`src/rtl/uc_pilha_pkg.sv`:
```
// Shared definitions for the stack-machine control unit.
// Holds the opcode map, the FSM state encoding, the fault codes reported on
// err_code, and the operation set understood by the pilha_lifo stack.
package uc_pilha_pkg;

  // Opcode map (values are independent of OP_W; the top casts them).
  localparam int unsigned OPC_PUSH_I    = 0;
  localparam int unsigned OPC_PUSH_M    = 1;
  localparam int unsigned OPC_POP_M     = 2;
  localparam int unsigned OPC_ALU_FIRST = 3;
  localparam int unsigned OPC_ALU_LAST  = 12;
  localparam int unsigned OPC_GOTO      = 13;
  localparam int unsigned OPC_IF_EQ     = 14;
  localparam int unsigned OPC_HALT      = 15;

  // Fault codes latched into err_code when the unit enters ERROR.
  localparam logic [1:0] ERR_NONE      = 2'b00;
  localparam logic [1:0] ERR_OVERFLOW  = 2'b01;
  localparam logic [1:0] ERR_UNDERFLOW = 2'b10;
  localparam logic [1:0] ERR_ILLEGAL   = 2'b11;

  typedef enum logic [2:0] {
    ST_FETCH  = 3'd0,
    ST_DECODE = 3'd1,
    ST_EXEC   = 3'd2,
    ST_WB     = 3'd3,
    ST_HALT   = 3'd4,
    ST_ERROR  = 3'd5
  } state_t;

  typedef enum logic [2:0] {
    STK_NONE     = 3'd0,
    STK_PUSH     = 3'd1,
    STK_POP      = 3'd2,
    STK_POP2     = 3'd3,
    STK_REPLACE2 = 3'd4
  } stack_op_t;

endpackage

```
`src/rtl/pilha_lifo.sv`:
```
// pilha_lifo: DEPTH-entry LIFO used as the operand stack.
// Ports:
//   clock, reset  rising-edge clock, synchronous active-low reset (count only)
//   op            none / push / pop / pop2 / replace2
//   din           data written by push, or the result written by replace2
//   top, next     top entry and the entry below it; 0 when not backed by data
//   count         occupancy 0..DEPTH
//   full, empty   occupancy flags
// Storage is intentionally not reset; only the occupancy counter is.
// Operations that would over/underflow are ignored here; the control unit
// is expected to detect those cases itself and never issue them.
module pilha_lifo
  import uc_pilha_pkg::*;
#(
  parameter int DATA_W = 16,
  parameter int DEPTH  = 16
) (
  input  logic                       clock,
  input  logic                       reset,
  input  stack_op_t                  op,
  input  logic [DATA_W-1:0]          din,
  output logic [DATA_W-1:0]          top,
  output logic [DATA_W-1:0]          next,
  output logic [$clog2(DEPTH+1)-1:0] count,
  output logic                       full,
  output logic                       empty
);

  localparam int CNT_W = $clog2(DEPTH+1);
  localparam int IDX_W = (DEPTH > 1) ? $clog2(DEPTH) : 1;

  logic [DATA_W-1:0] mem [DEPTH];
  logic [CNT_W-1:0]  top_pos;
  logic [CNT_W-1:0]  next_pos;
  logic [IDX_W-1:0]  top_idx;
  logic [IDX_W-1:0]  next_idx;
  logic [IDX_W-1:0]  push_idx;
  logic              has_one;
  logic              has_two;
  logic              do_push;
  logic              do_pop;
  logic              do_pop2;
  logic              do_rep2;

  assign full     = (count == CNT_W'(DEPTH));
  assign empty    = (count == '0);
  assign has_one  = (count >= CNT_W'(1));
  assign has_two  = (count >= CNT_W'(2));
  assign top_pos  = count - CNT_W'(1);
  assign next_pos = count - CNT_W'(2);
  assign top_idx  = top_pos[IDX_W-1:0];
  assign next_idx = next_pos[IDX_W-1:0];
  assign push_idx = count[IDX_W-1:0];

  assign top  = has_one ? mem[top_idx]  : '0;
  assign next = has_two ? mem[next_idx] : '0;

  assign do_push = (op == STK_PUSH) && !full;
  assign do_pop  = (op == STK_POP) && has_one;
  assign do_pop2 = (op == STK_POP2) && has_two;
  assign do_rep2 = (op == STK_REPLACE2) && has_two;

  always_ff @(posedge clock) begin
    if (!reset) begin
      count <= '0;
    end else if (do_push) begin
      count <= count + CNT_W'(1);
    end else if (do_pop || do_rep2) begin
      count <= count - CNT_W'(1);
    end else if (do_pop2) begin
      count <= count - CNT_W'(2);
    end
  end

  // Writes are gated by reset so an operation in flight when reset arrives
  // leaves no trace in storage either.
  always_ff @(posedge clock) begin
    if (reset) begin
      if (do_push) begin
        mem[push_idx] <= din;
      end else if (do_rep2) begin
        // replace2 collapses the top two entries into the slot of 'next'
        mem[next_idx] <= din;
      end
    end
  end

endmodule

```
`src/rtl/uc_pilha_param.sv`:
```
// uc_pilha_param: control unit of a small stack machine.
// Each instruction is fetched from a synchronous ROM (FETCH drives a_rom,
// DECODE captures inst), executed in EXEC, and PUSH_M uses an extra WB cycle
// to collect the synchronous RAM read. Faults and HALT park the FSM until
// reset.
// Ports:
//   clock, reset           rising-edge clock, synchronous active-low reset
//   inst                   ROM word {opcode, imm}, valid one cycle after a_rom
//   data_mem               RAM read data, valid one cycle after a_ram
//   alu_result             combinational ALU result for operand_a/b, alu_op
//   a_rom                  program counter
//   a_ram, ram_wren,
//   ram_data               RAM address / write strobe / write data
//   alu_op                 opcode presented to the ALU during EXEC
//   operand_a, operand_b   entry below top / top of stack (0 if absent)
//   sp_count               stack occupancy
//   halted, error,
//   err_code               status; err_code 01 ovf, 10 unf, 11 illegal
//   state_dbg              current FSM state
module uc_pilha_param
  import uc_pilha_pkg::*;
#(
  parameter int DATA_W = 16,
  parameter int ADDR_W = 5,
  parameter int OP_W   = 5,
  parameter int DEPTH  = 16
) (
  input  logic                       clock,
  input  logic                       reset,
  input  logic [OP_W+ADDR_W-1:0]     inst,
  input  logic [DATA_W-1:0]          data_mem,
  input  logic [DATA_W-1:0]          alu_result,
  output logic [ADDR_W-1:0]          a_rom,
  output logic [ADDR_W-1:0]          a_ram,
  output logic                       ram_wren,
  output logic [DATA_W-1:0]          ram_data,
  output logic [OP_W-1:0]            alu_op,
  output logic [DATA_W-1:0]          operand_a,
  output logic [DATA_W-1:0]          operand_b,
  output logic [$clog2(DEPTH+1)-1:0] sp_count,
  output logic                       halted,
  output logic                       error,
  output logic [1:0]                 err_code,
  output state_t                     state_dbg
);

  localparam int CNT_W = $clog2(DEPTH+1);

  localparam logic [OP_W-1:0] OP_PUSH_I    = OP_W'(OPC_PUSH_I);
  localparam logic [OP_W-1:0] OP_PUSH_M    = OP_W'(OPC_PUSH_M);
  localparam logic [OP_W-1:0] OP_POP_M     = OP_W'(OPC_POP_M);
  localparam logic [OP_W-1:0] OP_ALU_FIRST = OP_W'(OPC_ALU_FIRST);
  localparam logic [OP_W-1:0] OP_ALU_LAST  = OP_W'(OPC_ALU_LAST);
  localparam logic [OP_W-1:0] OP_GOTO      = OP_W'(OPC_GOTO);
  localparam logic [OP_W-1:0] OP_IF_EQ     = OP_W'(OPC_IF_EQ);
  localparam logic [OP_W-1:0] OP_HALT      = OP_W'(OPC_HALT);

  state_t            state;
  logic [ADDR_W-1:0] pc;
  logic [ADDR_W-1:0] pc_inc;
  logic [ADDR_W-1:0] pc_next;
  logic [OP_W-1:0]   ir_op;
  logic [ADDR_W-1:0] ir_imm;
  logic [OP_W-1:0]   inst_op;
  logic [ADDR_W-1:0] inst_imm;
  logic              inst_is_alu;
  logic              ir_is_alu;

  stack_op_t         stk_op;
  logic [DATA_W-1:0] stk_din;
  logic [DATA_W-1:0] stk_top;
  logic [DATA_W-1:0] stk_next;
  logic [CNT_W-1:0]  stk_count;
  logic              stk_full;
  logic              stk_empty;

  logic [1:0]        exec_err;
  logic              exec_halt;
  logic              exec_wb;

  assign inst_op     = inst[OP_W+ADDR_W-1:ADDR_W];
  assign inst_imm    = inst[ADDR_W-1:0];
  assign inst_is_alu = (inst_op >= OP_ALU_FIRST) && (inst_op <= OP_ALU_LAST);
  assign ir_is_alu   = (ir_op >= OP_ALU_FIRST) && (ir_op <= OP_ALU_LAST);
  assign pc_inc      = pc + ADDR_W'(1);  // wraps max -> 0

  assign a_rom     = pc;
  assign operand_a = stk_next;
  assign operand_b = stk_top;
  assign sp_count  = stk_count;
  assign state_dbg = state;

  pilha_lifo #(
    .DATA_W (DATA_W),
    .DEPTH  (DEPTH)
  ) u_pilha (
    .clock (clock),
    .reset (reset),
    .op    (stk_op),
    .din   (stk_din),
    .top   (stk_top),
    .next  (stk_next),
    .count (stk_count),
    .full  (stk_full),
    .empty (stk_empty)
  );

  // Execution decisions: stack command, next pc and fault code for the
  // instruction held in the instruction register. Faults leave the stack
  // and pc untouched.
  always_comb begin
    stk_op    = STK_NONE;
    stk_din   = '0;
    exec_err  = ERR_NONE;
    exec_halt = 1'b0;
    exec_wb   = 1'b0;
    pc_next   = pc_inc;
    if (state == ST_EXEC) begin
      if (ir_op == OP_PUSH_I) begin
        if (stk_full) begin
          exec_err = ERR_OVERFLOW;
        end else begin
          stk_op  = STK_PUSH;
          stk_din = DATA_W'(ir_imm);
        end
      end else if (ir_op == OP_PUSH_M) begin
        if (stk_full) exec_err = ERR_OVERFLOW;
        else          exec_wb  = 1'b1;
      end else if (ir_op == OP_POP_M) begin
        if (stk_empty) exec_err = ERR_UNDERFLOW;
        else           stk_op   = STK_POP;
      end else if (ir_is_alu) begin
        if (stk_count < CNT_W'(2)) begin
          exec_err = ERR_UNDERFLOW;
        end else begin
          stk_op  = STK_REPLACE2;
          stk_din = alu_result;
        end
      end else if (ir_op == OP_GOTO) begin
        pc_next = ir_imm;
      end else if (ir_op == OP_IF_EQ) begin
        if (stk_count < CNT_W'(2)) begin
          exec_err = ERR_UNDERFLOW;
        end else begin
          stk_op = STK_POP2;
          if (stk_next == stk_top) pc_next = ir_imm;
        end
      end else if (ir_op == OP_HALT) begin
        exec_halt = 1'b1;
      end else begin
        exec_err = ERR_ILLEGAL;
      end
    end else if (state == ST_WB) begin
      stk_op  = STK_PUSH;
      stk_din = data_mem;
    end
  end

  // Main FSM. RAM/ALU strobes are set up on the DECODE->EXEC edge straight
  // from the ROM word so they are already valid throughout EXEC, and they
  // are dropped again on the way out of EXEC.
  always_ff @(posedge clock) begin
    if (!reset) begin
      state    <= ST_FETCH;
      pc       <= '0;
      ir_op    <= '0;
      ir_imm   <= '0;
      a_ram    <= '0;
      ram_wren <= 1'b0;
      ram_data <= '0;
      alu_op   <= '0;
      halted   <= 1'b0;
      error    <= 1'b0;
      err_code <= ERR_NONE;
    end else begin
      case (state)
        ST_FETCH: begin
          state <= ST_DECODE;
        end
        ST_DECODE: begin
          ir_op  <= inst_op;
          ir_imm <= inst_imm;
          state  <= ST_EXEC;
          if ((inst_op == OP_PUSH_M) || (inst_op == OP_POP_M)) begin
            a_ram <= inst_imm;
          end
          // An underflowing POP_M must not write, so the strobe is
          // qualified by occupancy here rather than in EXEC.
          if ((inst_op == OP_POP_M) && !stk_empty) begin
            ram_wren <= 1'b1;
            ram_data <= stk_top;
          end
          alu_op <= inst_is_alu ? inst_op : '0;
        end
        ST_EXEC: begin
          ram_wren <= 1'b0;
          alu_op   <= '0;
          if (exec_err != ERR_NONE) begin
            state    <= ST_ERROR;
            error    <= 1'b1;
            err_code <= exec_err;
          end else if (exec_halt) begin
            state  <= ST_HALT;
            halted <= 1'b1;
          end else if (exec_wb) begin
            state <= ST_WB;
          end else begin
            pc    <= pc_next;
            state <= ST_FETCH;
          end
        end
        ST_WB: begin
          pc    <= pc_inc;
          state <= ST_FETCH;
        end
        ST_HALT: begin
          state <= ST_HALT;
        end
        ST_ERROR: begin
          state <= ST_ERROR;
        end
        default: begin
          state <= ST_FETCH;
        end
      endcase
    end
  end

endmodule

```
`config.mk`:
```
export PLATFORM = sky130hd
export DESIGN_NAME = uc_pilha_param
export DESIGN_NICKNAME = d
export VERILOG_FILES = /design/src/rtl/uc_pilha_pkg.sv /design/src/rtl/pilha_lifo.sv /design/src/rtl/uc_pilha_param.sv
export SDC_FILE = /design/constraint.sdc
export NUM_CORES = 1
export LEC_CHECK = 0
export ABC_CLOCK_PERIOD_IN_PS = 7290
export BUFFER_PORTS_ARGS = -buffer_cell sky130_fd_sc_hd__buf_2
export CAP_MARGIN = 5
export CORE_MARGIN = 2
export CORE_UTILIZATION = 60
export DETAILED_ROUTE_END_ITERATION = 16
export GPL_TIMING_DRIVEN = 0
export HOLD_SLACK_MARGIN = 0.03
export PLACE_DENSITY = 0.8
export SKIP_CTS_REPAIR_TIMING = 1
export SLEW_MARGIN = 20
export SYNTH_ARGS = -nofsm -noshare
export SYNTH_HDL_FRONTEND = slang
export SYNTH_SLANG_ARGS = --single-unit
```
`constraint.sdc`:
```
create_clock -name clock -period 7.29 [get_ports clock]
set_clock_uncertainty 0.15 [all_clocks]
set_input_delay 0.729 -clock clock [delete_from_list [all_inputs] [get_ports clock]]
set_output_delay 0.729 -clock clock [all_outputs]
set_load 0.05 [all_outputs]
```
==> qor.txt, run 1 <==
STA
--------------------------------------------------------------------------------------------------
Max Clk Rate ........................................................................   0.1466 GHz
Final clock period utilization by the worst path ....................................       93.57%
RSZ-0062 raised after global routing ................................................        false
Max transition margin ...............................................................       20.25%
Final Hold Fails ....................................................................            0
Final setup vio count ...............................................................            0
Final-report max-slew violation count ...............................................            0
Slew at the pin closest to its max-slew limit .......................................      1188 ps
Minimum clock period after layout ...................................................      6821 ps
Setup TNS ...........................................................................         0 ps

POWER
--------------------------------------------------------------------------------------------------
IR Drop Worst-Case VDD ..............................................................     340.6 uV
Lkg Pwr .............................................................................     6.044 nW
Pwr Density ......................................................................... 367.1 nW/um2

DIE
--------------------------------------------------------------------------------------------------
Count of boundary I/O pins ..........................................................          120
Total Die Area ......................................................................    26670 um2
Vertical die dimension ..............................................................     163.3 um
Width of the chip ...................................................................     163.3 um
Placement row count .................................................................           58
Starting density of the core ........................................................       60.82%
Area inside the core boundary .......................................................    25040 um2

CLOCK TREE
--------------------------------------------------------------------------------------------------
Clock transition time at the flip-flop clock pins of the worst setup and hold paths .        60 ps
H-tree levels .......................................................................            2
Worst-skew pair later-pin latency ...................................................       520 ps
Number of clock buffers inserted by TritonCTS .......................................           34
Sink Count ..........................................................................          310
Cell at the root of the clock tree ..................................................    clkbuf_16
Max Buffers Root-to-Sink ............................................................            3
TritonCTS clock tree ................................................................        built

CRITICAL PATH
--------------------------------------------------------------------------------------------------
Worst endpoint data arrival time ....................................................      7080 ps
Maximum fanout encountered on the critical timing path ..............................           10
Sort of element at the end of the critical path .....................................    flip-flop
Critical path launch point type .....................................................    flip-flop
Required time at the worst-slack endpoint ...........................................      7550 ps
WS Path Type ........................................................................      reg2reg

LOGIC SYNTHESIS
--------------------------------------------------------------------------------------------------
Ranking of synthesized cells by instance count ...................................... edfxtp_1, mux4_2, nand2_1, dfxtp_1, mux2i_1
Cell with the most instances after synthesis ........................................     edfxtp_1
Flip-flop and latch count after synthesis ...........................................          310
Number of standard cells after synthesis ............................................          992
Number of enable-type register cells in the synthesized netlist .....................          256
Synthesized area ....................................................................    15230 um2
Fraction of registers with async set/reset ..........................................           0%
Count of synthesis-stage warnings from yosys ........................................            0
Cell type with the highest aggregate area in the netlist ............................     edfxtp_1
Avg Synthesized Cell Area ...........................................................    15.35 um2
Post-synth cell types ...............................................................           69
Synthesized Nets ....................................................................         1045
Largest cells by area after synthesis ............................................... edfxtp_1, mux4_2, dfxtp_1
Top FF cell, synth ..................................................................     edfxtp_1
Top-area cell type share of the netlist area ........................................       50.48%
Sequential-to-total area share from yosys stat ......................................       57.58%

GLOBAL ROUTING
--------------------------------------------------------------------------------------------------
Total track usage ...................................................................       32.64%
Global-route wire length before repair ..............................................     62.60 mm
Vias in the first global route ......................................................        10277
Initial antenna violation count .....................................................            1
Pin count of the biggest net entering global routing ................................           17
Aggregate global routing overflow ...................................................            0

PLACE
--------------------------------------------------------------------------------------------------
Count of input and output buffers ...................................................          118
Placed wire-length estimate after detailed placement ................................     29.57 mm
Routability cong. ...................................................................       0.9069

DRT
--------------------------------------------------------------------------------------------------
Number of detailed-route iterations in the first pass ...............................            6
Detailed-route DRC error count ......................................................            0
Violation count after the first detailed-route iteration ............................         1472
DR vias/cell ........................................................................        6.928
Average routed wire per standard cell ...............................................     28.21 um
Final routed wirelength across all metal layers .....................................     42.90 mm
Vias after detailed routing .........................................................        10537
Detail Route Antenna Nets ...........................................................            0

OUTCOME
--------------------------------------------------------------------------------------------------
Outcome .............................................................................    completed

FINISH
--------------------------------------------------------------------------------------------------
Number of antenna diodes ............................................................            0
Final-layout fill cell count ........................................................         1591
Layout area overhead ................................................................       15.78%
Final net count .....................................................................         1220
Layout cell share with drive strength beyond 1 ......................................       32.24%
Post-Route Utilization ..............................................................       70.41%

FLOW RUN
--------------------------------------------------------------------------------------------------
Max-cap violation count .............................................................            0

MIN PATH
--------------------------------------------------------------------------------------------------
Worst hold-check path type ..........................................................      reg2reg

## worst max-delay path: stages (launching register included)
cell and delay [ps]:
dfxtp_1 470, clkbuf_1 290, buf_2 390, buf_1 600, inv_1 360, ha_1 350, a21boi_1 250, xor2_1 820
buf_2 470, nand2_1 320, o22ai_1 640, xnor2_1 260, nand4_1 260, nor4_4 620, o32ai_1 160, a211o_1 280
## cell usage in the layout (no fill, tap or decap), types with 20 or more instances in the layout
cell / netlist / routed
nand2_1: 115 / 115
nand3_1: 21 / 21
a21boi_0: 29 / 29
clkbuf_16: 0 / 35
buf_4: 10 / 24
edfxtp_1: 256 / 256
buf_2: 19 / 137
nor2_1: 28 / 20
clkbuf_1: 31 / 34
dfxtp_1: 54 / 54
mux2i_1: 43 / 43
mux4_2: 126 / 126
## metal layers
| metal | global-route usage, % | part of all wire [%] | up-vias |
|---|---|---|---|
| met5 | 0 | 0 | - |
| li1 | - | - | 4346 |
| met3 | 8.634 | 13 | 152 |
| met2 | 51.88 | 47 | 846 |
| met4 | 14.56 | 4.8 | 0 |
| met1 | 42.78 | 35 | 5193 |
## registers in the layout, indices dropped and copies added, names as in the netlist
name / flops
err_code: 2
u_pilha.count: 5
ram_wren: 1
state_dbg: 3
u_pilha.mem: 256
error: 1
ir_op: 5
halted: 1
a_ram: 5
a_rom: 5
alu_op: 5
ram_data: 16
ir_imm: 5
## cells by family (layout without fill, tap and decap cells)
logic type                 Yosys count  count (layout)  share of synthesized area, %
AOI/OAI and AO/OA                  122             122                         5.941
xor gates and xnor gates            24              24                         1.430
adders and majority gates            9               9                        0.7395
buffers and inverters               82             281                         2.777
DFF                                310             310                         57.58
muxes                              180             180                         22.87
and+or+nand+nor                    265             265                         8.661
## final timing paths
kind	start	end	slack [ps]	depth (start not counted)
setup / recovery	u_pilha.count[1]	a_rom[2]	470	15
hold reg to reg	ram_data[2]	ram_data[2]	310	2
setup reg to reg	u_pilha.count[1]	a_rom[2]	470	15
hold / removal	ram_data[2]	ram_data[2]	310	2
## through the flow
| stage | cell area [um2] | hold WS, ps | total power [mW] | instances | setup slack, ps |
|---|---|---|---|---|---|
| 5_1_grt | 17630 | 330.1 | 6.638 | 1521 | 253.9 |
| 3_5_place_dp | 16520 | 302.3 | 4.725 | 1461 | 712.1 |
| 3_3_place_gp | 16230 | 294.7 | 4.681 | 1440 | -651.6 |
| 2_1_floorplan | 15230 | 302.5 | 3.952 | 992 | 1735 |
| 4_1_cts | 17630 | 310.1 | 6.415 | 1521 | 712.5 |
| 6_report | 17630 | 307.1 | 6.471 | 1521 | 468.6 |
## power by group
part / switching [mW] / internal, mW
sequential: 0.0327 / 1.95
clock: 0.694 / 1.02
combinational: 1.91 / 0.870
## layout make-up
class	instances	area, um2	area share, %
tap	330	412.9	2.342
multi-input combinational	600	6136	34.80
timing repair buffer	139	783.3	4.443
clock buffer	41	928.4	5.266
inverter	14	52.55	0.2981
sequential	310	8768	49.74
clock inverter	19	177.7	1.008
buffer	68	370.4	2.101
(Power assumes the default switching activity.)
==> run 2: changes to the inputs <==
--- a/config.mk
+++ b/config.mk
@@ -6,11 +6,11 @@
 export NUM_CORES = 1
 export LEC_CHECK = 0
 export ABC_CLOCK_PERIOD_IN_PS = 7290
-export BUFFER_PORTS_ARGS = -buffer_cell sky130_fd_sc_hd__buf_2
 export CAP_MARGIN = 5
 export CORE_MARGIN = 2
-export CORE_UTILIZATION = 60
+export CORE_UTILIZATION = 64
 export DETAILED_ROUTE_END_ITERATION = 16
+export DONT_BUFFER_PORTS = 1
 export GPL_TIMING_DRIVEN = 0
 export HOLD_SLACK_MARGIN = 0.03
 export PLACE_DENSITY = 0.8
==> qor.txt, run 2 (same netlist as run 1, synthesis figures left out) <==
FINISH
--------------------------------------------------------------------------------------------------
Max reg flops .......................................................................          256   unchanged
Registers with the most flip-flops .................................................. u_pilha.mem x256, ram_data x16
Top reg by flops ....................................................................  u_pilha.mem
Layout cell share with drive strength beyond 1 ......................................       27.05%   -5.2 points
Final net count .....................................................................         1116   -8.5%
Number of antenna diodes ............................................................            0   unchanged
Commonest cells after routing, fill and taps aside .................................. edfxtp_1, mux4_2, nand2_1
Layout area overhead ................................................................       13.14%
Most common library cell in the layout ignoring fill and taps .......................     edfxtp_1
Final-layout fill cell count ........................................................         1425   -10%
Fin cells ...........................................................................         1406   -7.6%
Post-Route Utilization ..............................................................       73.62%   +3.2 points

CRITICAL PATH
--------------------------------------------------------------------------------------------------
Cell chain of the critical path ..................................................... clkbuf_1 > buf_2 > inv_1 > ha_1 > xor2_4 > buf_2 > o21ai_0 > o22ai_4 > nor3_1 > nor4_1 > nand4_1 > nor4_4 > o32ai_1 > a211o_1
Maximum cell stage delay along the critical path ....................................       780 ps   -40 ps
Critical path launch point type .....................................................    flip-flop
Worst endpoint data arrival time ....................................................      7090 ps   about the same
Sort of element at the end of the critical path .....................................    flip-flop
Critical path's most frequent cell ..................................................        buf_2
Required time at the worst-slack endpoint ...........................................      7600 ps   +50 ps
Register-to-Register Path Depth .....................................................           14   -1
WS Path Type ........................................................................      reg2reg
Worst-path cell with the longest stage delay ........................................      dfxtp_1
Maximum fanout encountered on the critical timing path ..............................           19   +9

DIE
--------------------------------------------------------------------------------------------------
Area inside the core boundary .......................................................    23400 um2   -6.5%
Placement row count .................................................................           56   -3.4%
Starting density of the core ........................................................       65.07%   +4.2 points
Width of the chip ...................................................................     158.2 um   -3.1%
Total Die Area ......................................................................    25040 um2   -6.1%
Vertical die dimension ..............................................................     158.2 um   -3.1%
Count of boundary I/O pins ..........................................................          120   unchanged

POWER
--------------------------------------------------------------------------------------------------
Switching share of total power ......................................................       41.76%   +0.98 points
Flop pwr share ......................................................................        31.7%   +1.1 points
Pwr Density ......................................................................... 371.7 nW/um2   +1.3%
Clock share of power ................................................................        24.1%   -2.3 points
Pwr Total ...........................................................................     6.403 mW   -1.1%
IR Drop Worst-Case VDD ..............................................................     248.1 uV   -27%
Combinational share of power ........................................................        44.2%   +1.2 points
Net switching power figure ..........................................................     2.674 mW   +1.3%
Internal power of the cells .........................................................     3.729 mW   -2.7%
Lkg Pwr .............................................................................     5.541 nW   -8.3%

STA
--------------------------------------------------------------------------------------------------
Max Clk Rate ........................................................................   0.1475 GHz   +0.59%
Hold WS .............................................................................     158.6 ps   -148.5 ps
Setup TNS ...........................................................................         0 ps   unchanged
Final Hold Fails ....................................................................            0   unchanged
Final setup vio count ...............................................................            0   unchanged
Slew at the pin closest to its max-slew limit .......................................      1392 ps   +204.5 ps
Max transition margin ...............................................................       6.564%   -14 points
Minimum clock period after layout ...................................................      6782 ps   -39.88 ps
RSZ-0062 raised after global routing ................................................        false
Final-report max-slew violation count ...............................................            0   unchanged
Final clock period utilization by the worst path ....................................       93.03%   -0.55 points

CLOCK TREE
--------------------------------------------------------------------------------------------------
Max Buffers Root-to-Sink ............................................................            3   unchanged
Number of clock buffers inserted by TritonCTS .......................................           31   -8.8%
Sink Count ..........................................................................          310   unchanged
Cell at the root of the clock tree ..................................................    clkbuf_16
TritonCTS clock tree ................................................................        built
Clock transition time at the flip-flop clock pins of the worst setup and hold paths .        70 ps   about the same
Worst-skew pair later-pin latency ...................................................       570 ps   +50 ps
H-tree levels .......................................................................            1   -1

PLACE
--------------------------------------------------------------------------------------------------
Placed wire-length estimate after detailed placement ................................     29.60 mm   about the same
Total placed cells including tap cells ..............................................         1350   -7.6%
Routability cong. ...................................................................       0.9165   +1.1%
Count of input and output buffers ...................................................            0   -100%

OUTCOME
--------------------------------------------------------------------------------------------------
Outcome .............................................................................    completed

GLOBAL ROUTING
--------------------------------------------------------------------------------------------------
Pin count of the biggest net entering global routing ................................           17   unchanged
Initial antenna violation count .....................................................            1   unchanged
Total track usage ...................................................................       34.79%   +2.1 points
Vias in the first global route ......................................................         9965   -3.0%
Aggregate global routing overflow ...................................................            0   unchanged
Global-route wire length before repair ..............................................     61.60 mm   -1.6%

DRT
--------------------------------------------------------------------------------------------------
Detail Route Antenna Nets ...........................................................            0   unchanged
Average routed wire per standard cell ...............................................     30.72 um   +8.9%
Final routed wirelength across all metal layers .....................................     43.19 mm   +0.67%
Violation count after the first detailed-route iteration ............................         1553   +5.5%
Vias after detailed routing .........................................................        10069   -4.4%
DR vias/cell ........................................................................        7.161   +3.4%
Number of detailed-route iterations in the first pass ...............................            5   -1
Detailed-route DRC error count ......................................................            0   unchanged

FLOW RUN
--------------------------------------------------------------------------------------------------
Max-cap violation count .............................................................            0   unchanged

MIN PATH
--------------------------------------------------------------------------------------------------
Hold Path Cell Cnt ..................................................................            2   unchanged
Worst hold-check path type ..........................................................       in2reg

==> run 2: cell count changes in the layout (fill, tap and decap cells not counted), sizes merged <==
cell / delta
bufinv: -1
clkinv: -4
clkbuf: -2
inv: +3
clkinvlp: +1
buf: -101
==> run 2: layout make-up <==
class | instances | area (um2) | share of cell area [%]
Buffer | 67 | 366.6 | 2.128
Clock inverter | 18 | 146.4 | 0.8497
Clock buffer | 39 | 835.8 | 4.851
Timing Repair Buffer | 39 | 367.9 | 2.135
Sequential cell | 310 | 8768 | 50.90
Tap cell | 319 | 399.1 | 2.317
Multi-Input combinational cell | 600 | 6291 | 36.52
Inverter | 14 | 52.55 | 0.3050
==> run 2: power by group through the flow <==
stage          clock network [mW]  logic, mW  registers (mW)
2_1_floorplan                   0       1.90            2.05
3_3_place_gp                    0       2.48            2.06
3_5_place_dp                    0       2.72            2.06
4_1_cts                      1.55       2.74            2.03
5_1_grt                      1.62       2.90            2.03
6_report                     1.54       2.83            2.03
==> run 2: metrics by stage <==
stage	cell area (um2)	setup WS [ps]
CTS	17190	111.1
global placement	15630	-1143
finish	17230	508.5
floorplan	15230	1735
global route	17230	399.5
detailed placement	16210	167.2
==> run 2: worst max-delay path: cells and delay by family (launching register included) <==
family          cells  cell delay, ps
compound gates      4            1520
xor+xnor            1             510
fa+ha+maj           1             410
buf+inv             4            1770
flops               1             780
simple gates        4            1530
==> run 2: final timing paths <==
check                        start         to  slack [ps]
hold / removal             inst[1]  ir_imm[1]         160
hold reg to reg          ir_imm[1]  ir_imm[1]         360
setup reg to reg  u_pilha.count[1]   a_rom[2]         510
setup / recovery  u_pilha.count[1]   a_rom[2]         510
==> run 2: metal layers <==
metal / vias to the layer above / global-route usage [%] / routed length (um)
li1: 4133 / - / -
met1: 4978 / 43.70 / 14420
met2: 788 / 56.85 / 20570
met3: 170 / 9.061 / 5846
met4: 0 / 16.99 / 2350
met5: - / 0 / 0
==> run 3: changes to the inputs <==
--- a/config.mk
+++ b/config.mk
@@ -11,7 +11,6 @@
 export CORE_UTILIZATION = 64
 export DETAILED_ROUTE_END_ITERATION = 16
 export DONT_BUFFER_PORTS = 1
-export GPL_TIMING_DRIVEN = 0
 export HOLD_SLACK_MARGIN = 0.03
 export PLACE_DENSITY = 0.8
 export SKIP_CTS_REPAIR_TIMING = 1
==> qor.txt, run 3 (same netlist as run 1, synthesis figures left out) <==
OUTCOME
--------------------------------------------------------------------------------------------------
Outcome .............................................................................    completed

POWER
--------------------------------------------------------------------------------------------------
Lkg Pwr .............................................................................     5.389 nW   -2.7%
Pwr Density ......................................................................... 381.1 nW/um2   +2.5%
IR Drop Worst-Case VDD ..............................................................     376.3 uV   +52%

DRT
--------------------------------------------------------------------------------------------------
Final routed wirelength across all metal layers .....................................     40.82 mm   -5.5%
Detail Route Antenna Nets ...........................................................            0   unchanged
Number of detailed-route iterations in the first pass ...............................            7   +2
Average routed wire per standard cell ...............................................     30.31 um   -1.3%
DR vias/cell ........................................................................        7.222   +0.85%
Violation count after the first detailed-route iteration ............................         1439   -7.3%
Detailed-route DRC error count ......................................................            0   unchanged
Vias after detailed routing .........................................................         9728   -3.4%

STA
--------------------------------------------------------------------------------------------------
Final setup vio count ...............................................................            0   unchanged
Final clock period utilization by the worst path ....................................       78.95%   -14 points
Slew at the pin closest to its max-slew limit .......................................      1145 ps   -247.3 ps
RSZ-0062 raised after global routing ................................................        false
Minimum clock period after layout ...................................................      5755 ps   -1026 ps
Max transition margin ...............................................................       23.26%   +17 points
Max Clk Rate ........................................................................   0.1738 GHz   +18%
Final Hold Fails ....................................................................            0   unchanged
Final-report max-slew violation count ...............................................            0   unchanged
Setup TNS ...........................................................................         0 ps   unchanged

CRITICAL PATH
--------------------------------------------------------------------------------------------------
Critical path launch point type .....................................................    flip-flop
WS Path Type ........................................................................      reg2reg
Sort of element at the end of the critical path .....................................    flip-flop
Maximum fanout encountered on the critical timing path ..............................           48   +29
Critical path's most frequent cell ..................................................        buf_4
Worst endpoint data arrival time ....................................................      6020 ps   -1070 ps
Maximum cell stage delay along the critical path ....................................      1010 ps   +230 ps
Largest delay share family, worst path .............................................. buffers and inverters
Register-to-register setup slack ....................................................      1530 ps   +1030 ps
Buffers & Inverters on Critical Path ................................................            3   -1
Cell chain of the critical path ..................................................... inv_1 > ha_4 > buf_4 > mux4_2 > mux2i_1 > o22ai_1 > buf_4 > xnor2_1 > nand4_1 > nor4_4 > nor2_1 > a211o_1
Required time at the worst-slack endpoint ...........................................      7550 ps   -50 ps
Worst-path cell with the longest stage delay ........................................         ha_4

PLACE
--------------------------------------------------------------------------------------------------
Count of input and output buffers ...................................................            0   unchanged
Routability cong. ...................................................................       0.8829   -3.7%
Placed wire-length estimate after detailed placement ................................     25.76 mm   -13%

CLOCK TREE
--------------------------------------------------------------------------------------------------
Cell at the root of the clock tree ..................................................    clkbuf_16
Worst-skew pair later-pin latency ...................................................       530 ps   -40 ps
Max Buffers Root-to-Sink ............................................................            3   unchanged
TritonCTS clock tree ................................................................        built
Clock transition time at the flip-flop clock pins of the worst setup and hold paths .        60 ps   about the same
H-tree levels .......................................................................            2   +1
Number of clock buffers inserted by TritonCTS .......................................           34   +9.7%
Sink Count ..........................................................................          310   unchanged

DIE
--------------------------------------------------------------------------------------------------
Vertical die dimension ..............................................................     158.2 um   unchanged
Width of the chip ...................................................................     158.2 um   unchanged
Placement row count .................................................................           56   unchanged
Starting density of the core ........................................................       65.07%   unchanged
Area inside the core boundary .......................................................    23400 um2   unchanged
Count of boundary I/O pins ..........................................................          120   unchanged
Total Die Area ......................................................................    25040 um2   unchanged

MIN PATH
--------------------------------------------------------------------------------------------------
Worst hold-check path type ..........................................................       in2reg

FINISH
--------------------------------------------------------------------------------------------------
Seq. cell area ......................................................................     8776 um2   about the same
Commonest cells after routing, fill and taps aside .................................. edfxtp_1, mux4_2, nand2_1
Top reg by flops ....................................................................  u_pilha.mem
Layout cell share with drive strength beyond 1 ......................................       25.90%   -1.1 points
Post-Route Utilization ..............................................................       72.23%   -1.4 points
Most common library cell in the layout ignoring fill and taps .......................     edfxtp_1
Registers with the most flip-flops .................................................. u_pilha.mem x256, ram_data x16
Max reg flops .......................................................................          256   unchanged
Multi-input gate area ...............................................................     6235 um2   -0.89%
Final net count .....................................................................         1054   -5.6%
Layout area overhead ................................................................       11.00%
Final-layout fill cell count ........................................................         1468   +3.0%

GLOBAL ROUTING
--------------------------------------------------------------------------------------------------
Pin count of the biggest net entering global routing ................................           72   +55
Aggregate global routing overflow ...................................................            0   unchanged
Initial antenna violation count .....................................................            0   -1
Global-route wire length before repair ..............................................     59.46 mm   -3.5%
Total track usage ...................................................................       33.24%   -1.5 points
Vias in the first global route ......................................................         9484   -4.8%

FLOW RUN
--------------------------------------------------------------------------------------------------
Max-cap violation count .............................................................            0   unchanged

[run 3: layout make-up]
cell class,count,area share (%)
antenna,1,0.01480
clock buffer,42,5.337
clock inverter,20,1.303
inverter,14,0.3109
multi-input combinational,600,36.89
sequential,310,51.92
tap,319,2.361
timing repair buffer,41,1.865
[run 3: report_power, final]
group | internal (mW) | leakage, nW | switching, mW
Combinational | 0.861 | 2.26 | 1.79
Sequential | 1.95 | 2.57 | 0.108
Clock | 1.03 | 0.561 | 0.704
[run 3: routing by layer]
| layer | track usage (%) | up-vias | routed length [um] |
|---|---|---|---|
| met4 | 15.53 | 0 | 1770 |
| met5 | 0 | - | 0 |
| met2 | 48.32 | 752 | 18500 |
| li1 | - | 4004 | - |
| met3 | 11.25 | 135 | 5747 |
| met1 | 45.85 | 4837 | 14800 |
[run 3: worst register-to-register path: stages (launching register included)]
cell and delay (ps):
dfxtp_4 830, inv_1 370, ha_4 1020, buf_4 560
mux4_2 560, mux2i_1 230, o22ai_1 110, buf_4 210
xnor2_1 350, nand4_1 240, nor4_4 570, nor2_1 180
a211o_1 300
[run 3: metrics by stage]
step / setup WS [ps] / cell area, um2 / total power [mW] / cells / hold slack, ps
final: 1535 / 16900 / 6.442 / 1347 / 196.1
after global routing: 1150 / 16900 / 6.639 / 1346 / 188.2
after CTS: 1571 / 16850 / 6.383 / 1345 / 179.0
after detailed placement: 1667 / 15730 / 4.638 / 1283 / 338.9
after global placement: 1695 / 15720 / 4.613 / 1283 / 347.5
after floorplan: 1735 / 15230 / 3.952 / 992 / 302.5
[run 3: worst paths after layout]
path,start,to,depth (start not counted)
max,u_pilha.count[1],a_rom[2],12
min,reset,state_dbg[0],1
max reg2reg,u_pilha.count[1],a_rom[2],12
min reg2reg,ir_imm[1],ir_imm[1],2
